<file path="src/rtl/hazard_scoreboard.sv">
// Register-busy scoreboard for an in-order pipeline: tracks in-flight writes with a
// per-register countdown until the result becomes forwardable, and raises ID stalls.
module hazard_scoreboard (
  input  logic        clk_i,
  input  logic        rst_i,
  input  logic        issue_valid_i,
  input  logic        issue_regwrite_i,
  input  logic [4:0]  issue_rd_i,
  input  logic [1:0]  issue_lat_i,
  input  logic [4:0]  rs1_i,
  input  logic [4:0]  rs2_i,
  input  logic        use_rs1_i,
  input  logic        use_rs2_i,
  input  logic        wb_valid_i,
  input  logic [4:0]  wb_rd_i,
  input  logic        flush_i,
  output logic        stall_o,
  output logic        rs1_busy_o,
  output logic        rs2_busy_o,
  output logic [31:0] pending_o,
  output logic [15:0] stall_cnt_o
);

  logic [31:0] busy_w;
  logic [1:0]  cnt_w [32];
  logic        issue_acc;
  logic        wb_acc;
  logic [15:0] stall_cnt_q, stall_cnt_d;

  // x0 is hardwired: never busy, never counting.
  assign busy_w[0] = 1'b0;
  assign cnt_w[0]  = 2'd0;

  assign rs1_busy_o = use_rs1_i && (rs1_i != 5'd0) && busy_w[rs1_i] && (cnt_w[rs1_i] != 2'd0);
  assign rs2_busy_o = use_rs2_i && (rs2_i != 5'd0) && busy_w[rs2_i] && (cnt_w[rs2_i] != 2'd0);
  assign stall_o    = (rs1_busy_o || rs2_busy_o) && !flush_i;

  assign issue_acc = issue_valid_i && issue_regwrite_i && (issue_rd_i != 5'd0) && !stall_o && !flush_i;
  assign wb_acc    = wb_valid_i && (wb_rd_i != 5'd0);

  generate
    for (genvar gi = 1; gi < 32; gi++) begin : g_reg
      logic       busy_q, busy_d;
      logic [1:0] cnt_q, cnt_d;

      // Issue takes priority over a same-cycle writeback to the same register.
      always_comb begin
        busy_d = busy_q;
        cnt_d  = (cnt_q != 2'd0) ? cnt_q - 2'd1 : 2'd0;
        if (issue_acc && (issue_rd_i == 5'(gi))) begin
          busy_d = 1'b1;
          cnt_d  = issue_lat_i;
        end else if (wb_acc && (wb_rd_i == 5'(gi))) begin
          busy_d = 1'b0;
          cnt_d  = 2'd0;
        end
      end

      always_ff @(posedge clk_i or posedge rst_i) begin
        if (rst_i) begin
          busy_q <= 1'b0;
          cnt_q  <= 2'd0;
        end else begin
          busy_q <= busy_d;
          cnt_q  <= cnt_d;
        end
      end

      assign busy_w[gi] = busy_q;
      assign cnt_w[gi]  = cnt_q;
    end
  endgenerate

  always_comb begin
    stall_cnt_d = stall_cnt_q;
    if (stall_o && (stall_cnt_q != 16'hFFFF))
      stall_cnt_d = stall_cnt_q + 16'd1;
  end

  always_ff @(posedge clk_i or posedge rst_i) begin
    if (rst_i)
      stall_cnt_q <= 16'd0;
    else
      stall_cnt_q <= stall_cnt_d;
  end

  assign pending_o   = busy_w;
  assign stall_cnt_o = stall_cnt_q;

endmodule

</file>
<file path="config.mk">
export PLATFORM = sky130hd
export DESIGN_NAME = hazard_scoreboard
export DESIGN_NICKNAME = d
export VERILOG_FILES = /design/src/rtl/hazard_scoreboard.sv
export SDC_FILE = /design/constraint.sdc
export NUM_CORES = 1
export LEC_CHECK = 0
export BUFFER_PORTS_ARGS = -buffer_cell sky130_fd_sc_hd__buf_4
export CORE_MARGIN = 3
export CORE_UTILIZATION = 40
export DETAILED_ROUTE_END_ITERATION = 8
export PLACE_DENSITY = 0.63
export SYNTH_ARGS = -nofsm -noshare
export SYNTH_HDL_FRONTEND = slang
export SYNTH_SLANG_ARGS = --single-unit
</file>
<file path="constraint.sdc">
create_clock -name clk_i -period 5.32 [get_ports clk_i]
set_input_delay 1.064 -clock clk_i [delete_from_list [all_inputs] [get_ports clk_i]]
set_output_delay 1.064 -clock clk_i [all_outputs]
set_load 0.005 [all_outputs]
</file>
* Word level (Yosys, flattened, before mapping)
Index checks and enable logic that the tools add are counted.
Word-level totals: memory bits (read-only) 0, logic and storage cells 475, latch bits 0, memories kept 0, register bits after elaboration 109, bits of input ports 30, memory bits (writable) 0
Operators by class: muxes and demuxes 165, order comparisons 4, shift-type cells 0, bitwise gates (word level) 2, $mul 0, div/mod/pow operators 0, equality and inequality tests 63, $add $sub $neg 32, reductions and logical operators 146
Operator list (count):
- $mux W2 | 97
- $eq A5 B5 Y1 const B | 32
- $reduce_bool A2 Y1 | 64
- $eq A5 B4 Y1 const B | 16
- $logic_and A1 B1 Y1 | 75
- $mux W1 | 64
- $sub A2 B1 Y2 const B | 31
- $eq A5 B3 Y1 const B | 8
- $bmux W2 S5 | 2
- $eq A5 B2 Y1 const B | 4
- $reduce_bool A5 Y1 | 4
- $add A16 B1 Y16 const B | 1
- $ne A16 B16 Y1 const B | 1
- $ge A6 B6 Y1 const B | 2
- $lt A5 B6 Y1 const B | 2
- $not A5 Y6 | 2
- $bmux W1 S5 | 2
- $eq A5 B1 Y1 const B | 2
- $logic_not A1 Y1 | 2
- $logic_or A1 B1 Y1 | 1

* Depth between registers and ports, before layout
word-level depth 13, mapped depth 14

* Worst setup path before layout
Ideal clock, no wire load.
path type input port to output port, start point input port rs2_i[0], end point output port stall_o, data arrival time 2964 ps, setup slack 1292 ps, cell stages on the path 11, cell sequence buf_6 -> nor3_1 -> a21oi_1 -> mux4_2 -> a221oi_1 -> a211oi_2 -> o21ba_2 -> buf_6 -> buf_6 -> buf_2 -> nor2_1
On the way: word-level cells in the longest chain between the ends 8, elaborated cells between the ends (all ways) 13, classes of those cells mux: 5; bitwise: 1; reduce/logical: 7
RTL lines:
- from (decl) | line 11 | input logic [4:0] rs2_i,
- $not A5 Y6 (not written as such) | line 35 | assign rs2_busy_o = use_rs2_i && (rs2_i != 5'd0) && busy_w[rs2_i] && (cnt_w[rs2_i] != 2'd0);
- $bmux W2 S5 | line 35
- $mux W2 (not written as such) (2 in series) | line 35
- $reduce_bool A2 Y1 | line 35
- $logic_and A1 B1 Y1 * | line 35
- named net rs2_busy_o | line 19 | output logic rs2_busy_o,
- $logic_or A1 B1 Y1 * | line 36 | assign stall_o = (rs1_busy_o || rs2_busy_o) && !flush_i;
- $logic_and A1 B1 Y1 * | line 36
- to (decl) | line 17 | output logic stall_o,
The timed path passes the listed nets; every way through them passes the cells marked *. The select of a mux whose other input is x is not followed.

* Final worst setup path
start point input port rs2_i[0], end point output port stall_o
On the way: word-level cells in the longest chain between the ends 8, elaborated cells between the ends (all ways) 13, classes of those cells mux: 5; bitwise: 1; reduce/logical: 7
RTL lines (line):
- $not A5 Y6 (not written as such) | 35
- $bmux W2 S5 | 35
- $mux W2 (not written as such) (2 in series) | 35
- $reduce_bool A2 Y1 | 35
- $logic_and A1 B1 Y1 * | 35
- $logic_or A1 B1 Y1 * | 36
- $logic_and A1 B1 Y1 * | 36
Every way passes the cells marked *; elsewhere a longest branch is shown, timed or not. The select of a mux whose other input is x is not followed.

==> metrics.cfg <==
[run_status]
run_status=finished, final reports clean

[synth]
ys_types=56
postSynthAreaPerCell_um2=9.83
post_synth_inst_count=661
synthDominantAreaCellType=sky130_fd_sc_hd__dfrtp_1
mappedNetlistNets=692
yosys_warnings=0
async_reset_ff_share_pct=100
dominantRegCellSynth=sky130_fd_sc_hd__dfrtp_1
ys_ff_latch=109
yosysSeqAreaShare_pct=42.0
synth_area_um2=6500
number_of_enable_type_register_cells_in_the_synthesized_netlist=0
synthTopCellsByArea=sky130_fd_sc_hd__dfrtp_1 (42%), sky130_fd_sc_hd__mux2_2 (9.0%), sky130_fd_sc_hd__mux4_2 (6.9%)
yosysTopAreaCellShare_pct=42.0

[clock_tree]
ctsHoldBuffers=0
cts.htree.levels=3
post_cts_resized=0
postCtsSetupBuffers=0
cts.sinks=109
cts-buffers-inserted=9
tritoncts=done
worst_skew_pair.late_latency_ns=0.35
cts.reportedPaths.clkPinSlew_ns=0.06
clockBufferDepth=2
clockRootBuffer=sky130_fd_sc_hd__clkbuf_16

[place]
post_dp_hpwl_um=13300
gpl.final_weighted_congestion=0.923
place_worst_setup_slack_ns=1.15
dpl_cell_area_um2=6970
port-buffer-count=79

[grt]
grt_pass1_vias=5470
grt_first_pass_wirelength_um=29200
grt_use_met3_pct=3.78
grt_start_max_net_pins=59
top_usage_layer=met2
initial_antenna_violation_count=0
grt_remaining_overflow=0
grt_util_met1_pct=27.2
grt_use_total_pct=20.9
grtUsageMet2_pct=34.4

[finish]
drive_above_1_share_pct=24.9
layout_cell_area_excl_fill_um2=7220
layout.cells.most_common_list=sky130_fd_sc_hd__dfrtp_1 (109), sky130_fd_sc_hd__nand2_1 (90), sky130_fd_sc_hd__buf_4 (81)
fin_nets=723
finish.utilization_pct=46.4
relative_area_change_from_synthesis_to_final_layout_pct=11.0
final_common_cell=sky130_fd_sc_hd__dfrtp_1
diodes=0

[routing]
drt_pass1_iterations=5
remaining_drc_errors=0
totalWireLength_um=18300
via_count=5239
routedWlPerCell_um=20.3
iteration_0_drc_count_of_the_detailed_router=440
remaining_antenna_violation_count_after_routing=0
vias_per_cell=5.80

[sta]
layout_setup_ws_ns=1.15
timing.setup.tns_ns=0
report.final.slew_viol_count=0
finalWorstPathRequiredPeriod_ns=4.17
hold-worst-slack_ns=0.487
fmax_mhz=240
grt_setup_unrepaired=no
final_min_period_over_clock_period_pct=78.4
slew-limit-headroom_pct=35.0
final_setup_violation_count=0
tightestPinTransition_ns=0.973
hold_viol_final=0
skew_ns=0.00764

[floorplan]
placeableCoreArea_um2=15500
die_height_um=133
die_area_um2=17800
num_io_pins=81
floorplan.die.width_um=133
floorplan.rows=45
initial_core_util_pct=41.8

[worst_setup_path]
worstPathArrival_ns=3.10
critical_path.startpoint=rs2_i[0]
endpoint_kind=primary output
worst_r2r_endpoint=g_reg[17].cnt_q[1]
worstPathCellList=buf_4 -> nor3_1 -> a21oi_1 -> mux4_2 -> a221oi_1 -> a211oi_2 -> o21ba_2 -> nor2_1 -> buf_4
worst_path_most_repeated_cell=sky130_fd_sc_hd__buf_4
worst-r2r-cell-count=9
timing.setup.critical_path_class=input pin to primary output
r2r_slack_ns=1.93
timing.rr.start=g_reg[12].cnt_q[0]
critical_path_required_ns=4.26
worst-path-max-fanout=20
delay_of_the_slowest_cell_on_the_worst_path_ns=0.47
critical_path.endpoint=stall_o
cp-start-kind=input pin
crit_path_top_delay_cell=sky130_fd_sc_hd__mux4_2

[job]
drv_cap=0

[pwr]
cellPowerDensity_nw_per_um2=251
power_leakage_nw=3.65
vdd.ir_drop.worst_uv=173

[worst_hold_path]
timing.hold.worst.class=flop to flop

kinds of logic after synthesis:
kind of cell	count (synthesis)	share of synthesized area, %
compound gates	80	8.68
xor+xnor	15	2.02
fa+ha+maj	1	0.192
buf+inv	66	6.49
flops	109	42.0
mux	80	17.7
other cells	1	0.0577
simple gates	309	22.9
worst min path at each step:
stage / depth (start not counted) / slack [ns] / from / endpoint
after global routing: 1 / 0.53 / stall_cnt_o[6] / stall_cnt_o[6]
after detailed placement: 1 / 0.48 / stall_cnt_o[13] / stall_cnt_o[13]
after global placement: 1 / 0.47 / stall_cnt_o[11] / stall_cnt_o[11]
final: 1 / 0.49 / stall_cnt_o[13] / stall_cnt_o[13]
after floorplan: 2 / 0.47 / g_reg[23].busy_q / g_reg[23].busy_q
after CTS: 1 / 0.49 / stall_cnt_o[13] / stall_cnt_o[13]
cells in the mapped netlist, types with 2 or more instances:
cell                       number
sky130_fd_sc_hd__nor3_1        20
sky130_fd_sc_hd__a221oi_1       3
sky130_fd_sc_hd__a211oi_1       5
sky130_fd_sc_hd__and3_1        51
sky130_fd_sc_hd__a21oi_1        7
sky130_fd_sc_hd__xnor2_1        8
sky130_fd_sc_hd__buf_4         35
sky130_fd_sc_hd__a21o_1        27
sky130_fd_sc_hd__mux4_1         2
sky130_fd_sc_hd__o21ai_0       16
sky130_fd_sc_hd__o221ai_1       2
sky130_fd_sc_hd__nand2_1       90
sky130_fd_sc_hd__xor2_1         7
sky130_fd_sc_hd__a31oi_1        3
sky130_fd_sc_hd__nor2_1        80
sky130_fd_sc_hd__inv_1          3
sky130_fd_sc_hd__clkbuf_1      14
sky130_fd_sc_hd__dfrtp_1      109
sky130_fd_sc_hd__mux4_2        20
sky130_fd_sc_hd__mux2_2        52
sky130_fd_sc_hd__nand4_1       11
sky130_fd_sc_hd__buf_2          8
sky130_fd_sc_hd__nand4b_1       6
sky130_fd_sc_hd__nor4b_1        3
sky130_fd_sc_hd__or2_2          2
sky130_fd_sc_hd__nand2b_1       7
sky130_fd_sc_hd__buf_6          4
sky130_fd_sc_hd__or3_1          3
sky130_fd_sc_hd__mux2i_1        5
sky130_fd_sc_hd__and2_1         5
sky130_fd_sc_hd__o22ai_1        2
sky130_fd_sc_hd__nand3_1       18
sky130_fd_sc_hd__nor2b_1       10
worst max-delay path, delay by kind of cell:
family | cells | cell delay [ns]
compound gates | 4 | 0.98
mux | 1 | 0.47
buf+inv | 2 | 0.34
simple gates | 2 | 0.25
per-stage QoR:
stage | total power, mW | std cells
final | 1.81 | 903
after floorplan | 1.12 | 661
after global placement | 1.23 | 892
after CTS | 1.83 | 903
after detailed placement | 1.23 | 892
after global routing | 1.89 | 903
area by class of cell:
type	count	area, um2
multi-input combinational	486	3350
timing repair buffer	81	608
fill	1493	8320
tap	211	264
inverter	5	23.8
clock buffer	11	243
sequential	109	2730
sequential cells by signal, summed over array words and instances (netlist names):
name         cells
g.busy_q        31
g.cnt_q         62
stall_cnt_o     16
layer usage:
layer / vias to the layer above / routed length [um] / part of all wire, %
met5: - / 0 / 0
met4: 0 / 527 / 2.9
met3: 34 / 1050 / 5.7
met2: 203 / 8980 / 49
met1: 2626 / 7740 / 42
li1: 2376 / - / -
power by group:
part,switching (mW),internal (mW),total (mW)
Clock,0.280,0.318,0.598
Combinational,0.148,0.143,0.291
Sequential,0.0558,0.869,0.925
Power figures use the tool's default switching activity.
